**src/rtl/sipo_word_deserializer_pkg.sv**
```systemverilog
// Shared constants for the serial word deserializer: default word size and
// bit-order encodings used by the LSB_FIRST parameter.
package sipo_word_deserializer_pkg;

    localparam int SCI_DEFAULT_DEPTH = 8;

    localparam bit SCI_LSB_FIRST = 1'b1;
    localparam bit SCI_MSB_FIRST = 1'b0;

endpackage

```
**src/rtl/sipo_word_deserializer_if.sv**
```systemverilog
// Serial input / held parallel output bundle of the deserializer.
// The slave modport is the deserializer side, the master modport is the
// serial front-end plus the consumer of the parallel word.
interface sipo_word_deserializer_if
    import sipo_word_deserializer_pkg::*;
#(
    parameter int DEPTH = SCI_DEFAULT_DEPTH
);
    localparam int CNT_W = $clog2(DEPTH);

    logic             sin;
    logic             en;
    logic             clear;
    logic [DEPTH-1:0] pout;
    logic             pout_valid;
    logic             pout_ready;
    logic [CNT_W-1:0] bit_cnt;
    logic             overrun;

    modport slave (
        input  sin,
        input  en,
        input  clear,
        input  pout_ready,
        output pout,
        output pout_valid,
        output bit_cnt,
        output overrun
    );

    modport master (
        output sin,
        output en,
        output clear,
        output pout_ready,
        input  pout,
        input  pout_valid,
        input  bit_cnt,
        input  overrun
    );

endinterface

```
**src/rtl/sipo_word_deserializer_shift_core.sv**
```systemverilog
// Shift register and bit counter. Raises complete for the cycle in which the
// DEPTH-th bit is accepted; word is the shift value including that bit.
module sipo_word_deserializer_shift_core
    import sipo_word_deserializer_pkg::*;
#(
    parameter int DEPTH     = SCI_DEFAULT_DEPTH,
    parameter bit LSB_FIRST = SCI_LSB_FIRST,
    localparam int CNT_W    = $clog2(DEPTH)
) (
    input  logic             clk,
    input  logic             rst_n,
    input  logic             sin,
    input  logic             en,
    input  logic             clear,
    output logic [CNT_W-1:0] bit_cnt,
    output logic             complete,
    output logic [DEPTH-1:0] word
);

    logic [DEPTH-1:0] sh;
    logic [DEPTH-1:0] sh_next;
    logic             last_bit;

    generate
        if (LSB_FIRST == SCI_LSB_FIRST) begin : g_lsb_first
            assign sh_next = {sin, sh[DEPTH-1:1]};
        end else begin : g_msb_first
            assign sh_next = {sh[DEPTH-2:0], sin};
        end
    endgenerate

    assign last_bit = (bit_cnt == CNT_W'(DEPTH - 1));
    // CLEAR wins over EN, so a bit arriving with CLEAR can never finish a word.
    assign complete = en && !clear && last_bit;
    assign word     = sh_next;

    // Shift and count accepted bits; wrap the counter on the last bit of a word.
    always_ff @(posedge clk or negedge rst_n) begin
        if (!rst_n) begin
            sh      <= '0;
            bit_cnt <= '0;
        end else if (clear) begin
            sh      <= '0;
            bit_cnt <= '0;
        end else if (en) begin
            sh      <= sh_next;
            bit_cnt <= last_bit ? '0 : bit_cnt + CNT_W'(1);
        end
    end

endmodule

```
**src/rtl/sipo_word_deserializer.sv**
```systemverilog
// Serial-in/parallel-out deserializer with a held, back-pressurable output
// word. A word completing while the previous one is still unconsumed is
// dropped and flagged in the sticky overrun bit.
module sipo_word_deserializer
    import sipo_word_deserializer_pkg::*;
#(
    parameter int DEPTH     = SCI_DEFAULT_DEPTH,
    parameter bit LSB_FIRST = SCI_LSB_FIRST
) (
    input  logic                        clk,
    input  logic                        rst_n,
    sipo_word_deserializer_if.slave     bus
);

    logic             complete;
    logic [DEPTH-1:0] word;
    logic             handshake;

    sipo_word_deserializer_shift_core #(
        .DEPTH     (DEPTH),
        .LSB_FIRST (LSB_FIRST)
    ) u_core (
        .clk      (clk),
        .rst_n    (rst_n),
        .sin      (bus.sin),
        .en       (bus.en),
        .clear    (bus.clear),
        .bit_cnt  (bus.bit_cnt),
        .complete (complete),
        .word     (word)
    );

    assign handshake = bus.pout_valid && bus.pout_ready;

    // Output holding register: load on completion when the slot is free or
    // being consumed this edge (no bubble), otherwise drop and flag overrun.
    always_ff @(posedge clk or negedge rst_n) begin
        if (!rst_n) begin
            bus.pout       <= '0;
            bus.pout_valid <= 1'b0;
        end else if (complete && (!bus.pout_valid || bus.pout_ready)) begin
            bus.pout       <= word;
            bus.pout_valid <= 1'b1;
        end else if (!complete && handshake) begin
            bus.pout_valid <= 1'b0;
        end
    end

    // Sticky overrun; CLEAR cannot coincide with a completion, so its
    // priority here never hides a drop.
    always_ff @(posedge clk or negedge rst_n) begin
        if (!rst_n) begin
            bus.overrun <= 1'b0;
        end else if (bus.clear) begin
            bus.overrun <= 1'b0;
        end else if (complete && bus.pout_valid && !bus.pout_ready) begin
            bus.overrun <= 1'b1;
        end
    end

endmodule

```
**src/flat_wrapper.sv**
```systemverilog
// flat-port wrapper written by rule: the top's interface ports become plain ports
module sipo_word_deserializer_flat import sipo_word_deserializer_pkg::*;
#(
    parameter int DEPTH     = SCI_DEFAULT_DEPTH,
    parameter bit LSB_FIRST = SCI_LSB_FIRST
)
  (clk, rst_n, bus_sin, bus_en, bus_clear, bus_pout_ready, bus_pout, bus_pout_valid, bus_bit_cnt, bus_overrun);
  sipo_word_deserializer_if #(.DEPTH(DEPTH)) bus_i ();
  input  logic clk;
  input  logic rst_n;
  input wire logic [$bits(bus_i.sin)-1:0] bus_sin;
  input wire logic [$bits(bus_i.en)-1:0] bus_en;
  input wire logic [$bits(bus_i.clear)-1:0] bus_clear;
  input wire logic [$bits(bus_i.pout_ready)-1:0] bus_pout_ready;
  output wire logic [$bits(bus_i.pout)-1:0] bus_pout;
  output wire logic [$bits(bus_i.pout_valid)-1:0] bus_pout_valid;
  output wire logic [$bits(bus_i.bit_cnt)-1:0] bus_bit_cnt;
  output wire logic [$bits(bus_i.overrun)-1:0] bus_overrun;
  assign bus_i.sin = bus_sin;
  assign bus_i.en = bus_en;
  assign bus_i.clear = bus_clear;
  assign bus_i.pout_ready = bus_pout_ready;
  assign bus_pout = bus_i.pout;
  assign bus_pout_valid = bus_i.pout_valid;
  assign bus_bit_cnt = bus_i.bit_cnt;
  assign bus_overrun = bus_i.overrun;
  sipo_word_deserializer #(.DEPTH(DEPTH), .LSB_FIRST(LSB_FIRST)) u_core (.clk(clk), .rst_n(rst_n), .bus(bus_i));
endmodule
```
**config.mk**
```make
export PLATFORM = sky130hd
export DESIGN_NAME = sipo_word_deserializer_flat
export DESIGN_NICKNAME = d
export VERILOG_FILES = /design/src/rtl/sipo_word_deserializer_pkg.sv /design/src/rtl/sipo_word_deserializer_if.sv /design/src/rtl/sipo_word_deserializer_shift_core.sv /design/src/rtl/sipo_word_deserializer.sv /design/src/flat_wrapper.sv
export SDC_FILE = /design/constraint.sdc
export NUM_CORES = 1
export LEC_CHECK = 0
export CAP_MARGIN = 20
export CELL_PAD_IN_SITES_DETAIL_PLACEMENT = 1
export CELL_PAD_IN_SITES_GLOBAL_PLACEMENT = 1
export CORE_ASPECT_RATIO = 1.2
export CORE_MARGIN = 1
export CORE_UTILIZATION = 40
export DETAILED_ROUTE_END_ITERATION = 10
export GPL_ROUTABILITY_DRIVEN = 0
export PLACE_DENSITY = 0.76
export SLEW_MARGIN = 25
export SYNTH_ARGS = -nofsm -noshare
export SYNTH_HDL_FRONTEND = slang
export SYNTH_SLANG_ARGS = --single-unit
```
**constraint.sdc**
```tcl
create_clock -name clk -period 2.6 [get_ports clk]
set_input_delay 0.52 -clock clk [delete_from_list [all_inputs] [get_ports clk]]
set_output_delay 0.52 -clock clk [all_outputs]
set_load 0.03 [all_outputs]
```
; Word level (Yosys, flattened, before mapping)
; Cells that the tools add are included.
[op_classes]
n_addsub = 1
n_eq_ne = 1
n_reduce_logical = 15
n_mux = 9
[op_table]
columns = op, count
row1 = $mux 8, 2
row2 = $mux 3, 3
row3 = $logic_and 1x1->1, 7
row4 = $reduce_bool 2->1, 3
row5 = $logic_not 1->1, 4
row6 = $mux 1, 4
row7 = $add 3x1->3 const B, 1
row8 = $eq 3x3->1 const B, 1
row9 = $logic_or 1x1->1, 1
[totals]
wordCells = 31
out_inout_bits = 13
reg_bits = 21
inputBits = 6

; Logic depth before layout (Yosys ltp)
[logic_depth]
word_depth = 7
mapped_depth = 5
ltp_nobuf = 5

; Cells and area by module
; Synthesis repeated with hierarchy kept, for this count alone.
[hier_totals]
cells_unflattened = 62
area_unflattened_um2 = 862.1
[modules_own_cells]
columns = module, seq_area_each_um2, cells_each, area_per_inst_um2, instances
row1 = sipo_word_deserializer_shift_core, 250.2, 38, 445.4, 1
row2 = sipo_word_deserializer, 250.2, 24, 416.6, 1

; Worst setup path after synthesis
; No wires, ideal clock.
[synth_timing]
path_type = register to register
from = reg u_core.u_core.bit_cnt[0]
to = reg u_core.bus.pout[7]
path_buffers = 0
setup_time_ps = 125
arrival_ps = 1618
slack_ps = 857
stages_incl_launch_ff = 6
required_ps = 2475
synth_period_minus_slack_ps = 1743
cell_sequence = dfrtp_1 -> ha_1 -> ha_1 -> nand2_1 -> nor3_4 -> mux2_2
[synth_between]
elab_chain_cells = 3
[synth_rtl]
columns = element, line_no
row1 = from (decl), sipo_word_deserializer_shift_core.sv:15  ; output logic [CNT_W-1:0] bit_cnt,
row2 = from (signal assigned), sipo_word_deserializer_shift_core.sv:47  ; bit_cnt <= last_bit ? '0 : bit_cnt + CNT_W'(1);
row3 = $eq 3x3->1, sipo_word_deserializer_shift_core.sv:32  ; assign last_bit = (bit_cnt == CNT_W'(DEPTH - 1));
row4 = $logic_and 1x1->1, sipo_word_deserializer_shift_core.sv:34  ; assign complete = en && !clear && last_bit;
row5 = $logic_and 1x1->1, sipo_word_deserializer.sv:41  ; end else if (complete && (!bus.pout_valid || bus.pout_ready)) begin
row6 = to (signal assigned), sipo_word_deserializer.sv:42  ; bus.pout <= word;
row7 = to (decl), sipo_word_deserializer_if.sv:25  ; output pout,
; Every way passes these cells.
; A chain may end at the register's enable or synchronous reset.

; Worst setup path after layout
[layout_timing]
from = reg u_core.u_core.bit_cnt[0]
to = out bus_bit_cnt[0]
[layout_rtl]
columns = element, line_no
row1 = to (decl), flat_wrapper.sv:17  ; output wire logic [$bits(bus_i.bit_cnt)-1:0] bus_bit_cnt;
; No word-level cell between the ends.

==> flow_summary_export.csv <==
group,metric,value,unit
drt,first_pass_iters,4,
worst_hold_path,whs_endpoint,"u_core.bus.overrun",
clock_tree,postCtsHoldBufs,0,
die,die_w,43.1,um
clock_tree,clk_latency,290,ps
die,die_h,51.3,um
critical_path,ff2ff_path_depth,5,
critical_path,critical_path.max_fanout,4,
critical_path,cp_top_family,"buffers and inverters",
clock_tree,post_cts_buffers,0,
critical_path,cp.arrival,1380,ps
clock_tree,path_clk_slew,100,ps
pwr,clock_power_share,27.9,%
timing,slew_viol_final,0,
pwr,power_switching,0.000118,W
drt,viasPerCell,5.26,
timing,fmax,527,MHz
flow_run,drv_cap,0,
global_route,globalRouteMet3Util,2.12,%
pwr,p_per_area,485,nW/um2
synthesis,syn-num-nets,67,
critical_path,cpMaxStageDelayCell,"clkdlybuf4s50_1",
timing,fin_skew,0.922,ps
critical_path,crit_buf_inv,1,
critical_path,required,2080,ps
timing,hold_viol,0,
pwr,ir_worst_vdd,0.302,mV
synthesis,synth_area,810,um2
synthesis,yosysSeqAreaShare,61.8,%
pwr,power,0.000509,W
global_route,grtUsageTotal,15.0,%
die,rows,17,
place,placed_area,1030,um2
place,dp_hpwl,1070,um
timing,whs,507,ps
finish,final_util,56.1,%
finish,mostFrequentLayoutCells,"20 x dfrtp_1, 18 x clkdlybuf4s50_1, 12 x nor2_1",
synthesis,syn_inst,59,
die,initial_core_util,43.2,%
pwr,seq_power_share,62.8,%
global_route,top_usage_layer,"met2",
outcome,status,"finished clean",
clock_tree,cts_buffers,3,
global_route,grt_pass1_wl,2410,um
synthesis,ys_seq_elements,20,
critical_path,reg2reg_slack,880,ps
pwr,leakage,0.517,nW
global_route,gr-usage-met2,25.5,%
timing,max-slew-margin-rel,72.7,%
critical_path,critPathKind,"flop to output port",
drt,drtIter0Drc,3,
clock_tree,cts_buffer_depth,2,
critical_path,max_stage_delay,680,ps
global_route,antenna_found_initial,0,
critical_path,start_kind,"flop",
drt,vias,526,
synthesis,synth.distinct_cells,12,
finish,nNetsFinal,91,
worst_hold_path,hold_start,"u_core.bus.overrun",
die,coreArea,1870,um2
global_route,grt_pass1_vias,557,
finish,layout_commonest_cell,"dfrtp_1",
timing,worst_slew_pin_slew,408,ps
pwr,intPower,0.000391,W
timing,period_share,73.0,%
global_route,grt_max_degree,21,
drt,drc_errors,0,
critical_path,critPathCaptureType,"output port",
critical_path,path_cells,"clkdlybuf4s50_1",
finish,synthToLayoutAreaGrowth,29.7,%
worst_hold_path,min_path_cells,2,
global_route,use_met1,17.9,%
synthesis,ys_warn_count,0,
finish,layout-drive-gt1-share,18.5,%
global_route,overflow,0,
die,pin_count,19,
timing,rsz0062_at_grt,"false",
critical_path,r2r-start,"u_core.u_core.bit_cnt[0]",
pwr,swShare,23.1,%
die,dieArea,2210,um2
timing,fin_setup_tns,0,ps
finish,antenna_cells,0,
drt,drt_wl_total,1440,um
drt,drtAntennaViolNets,0,
critical_path,r2r_end,"u_core.bus.pout[6]",
clock_tree,h-tree-depth,1,
clock_tree,cts_tree,"yes",
timing,fin_crit,1900,ps
worst_hold_path,hold_path_class,"flop to flop",
clock_tree,root_buffer,"clkbuf_4",
pwr,comb_power_share,9.3,%
drt,post_drt_wl_per_cell,14.4,um
finish,finalInstanceArea,1050,um2
place,io_buffers,18,
timing,setup_viol,0,
clock_tree,cts_resized,0,
clock_tree,clock-sinks,20,
synthesis,synth_area_per_cell,13.7,um2
finish,num-fill-cells,202,
through the flow:
stage | std cells | setup slack [ps]
floorplan | 59 | 857
global placement | 97 | 606
detailed placement | 97 | 609
CTS | 100 | 687
global route | 100 | 646
finish | 100 | 702
routing by layer:
| metal | share of wire, % | vias up |
|---|---|---|
| met3 | 4.2 | 4 |
| met5 | 0 | - |
| li1 | - | 244 |
| met4 | 2.0 | 0 |
| met2 | 51 | 13 |
| met1 | 43 | 265 |
cells by family after synthesis:
logic type | synth area share, %
simple gates | 8.81
mux | 23.5
fa+ha+maj | 3.09
flops | 61.8
compound gates | 1.70
buf+inv | 1.08
state kept, by name (all words and copies together), names as in the netlist:
signal and cells:
u_core.u_core.bit_cnt 3, u_core.u_core.sh 7, u_core.bus.overrun 1, u_core.bus.pout_valid 1, u_core.bus.pout 8
layout make-up:
type	instances	area [um2]	share of cell area, %
multi-input combinational	37	300	28.6
sequential	20	500	47.7
tap	19	23.8	2.26
timing repair buffer	21	203	19.3
clock buffer	3	22.5	2.15
worst reg2reg max path: cells and delay by family, from the launching register on:
kind	cells	cell delay, ps
simple gates	2	460
fa+ha+maj	2	350
flops	1	400
mux	1	390
synth_stat cells:
library cell | count | area share, %
nor2b_1 | 1 | 0.77
ha_1 | 2 | 3.1
clkbuf_1 | 1 | 0.46
buf_2 | 1 | 0.62
o21bai_1 | 1 | 0.93
dfrtp_1 | 20 | 62
nand2_1 | 1 | 0.46
nor3_4 | 1 | 2.0
a31oi_1 | 1 | 0.77
nor2_1 | 12 | 5.6
mux2_2 | 8 | 11
mux2i_1 | 10 | 12
power groups by stage:
stage	Sequential, W	Clock (W)	Combinational, W
detailed placement	0.000326	0	0.0000487
global route	0.000320	0.000159	0.0000525
CTS	0.000320	0.000149	0.0000488
finish	0.000320	0.000142	0.0000475
floorplan	0.000331	0	0.0000158
global placement	0.000325	0	0.0000481
how the worst max path moves through the flow:
stage / slack [ps] / to / start / cells past startpoint
global route: 650 / bus_bit_cnt[0] / u_core.u_core.bit_cnt[0] / 1
floorplan: 860 / u_core.bus.pout[7] / u_core.u_core.bit_cnt[0] / 5
finish: 700 / bus_bit_cnt[0] / u_core.u_core.bit_cnt[0] / 1
detailed placement: 610 / u_core.bus.pout[6] / bus_pout_ready / 4
global placement: 610 / u_core.bus.pout[6] / bus_pout_ready / 4
CTS: 690 / bus_bit_cnt[2] / u_core.u_core.bit_cnt[2] / 1
No activity file was read; power rests on OpenSTA's default activity.
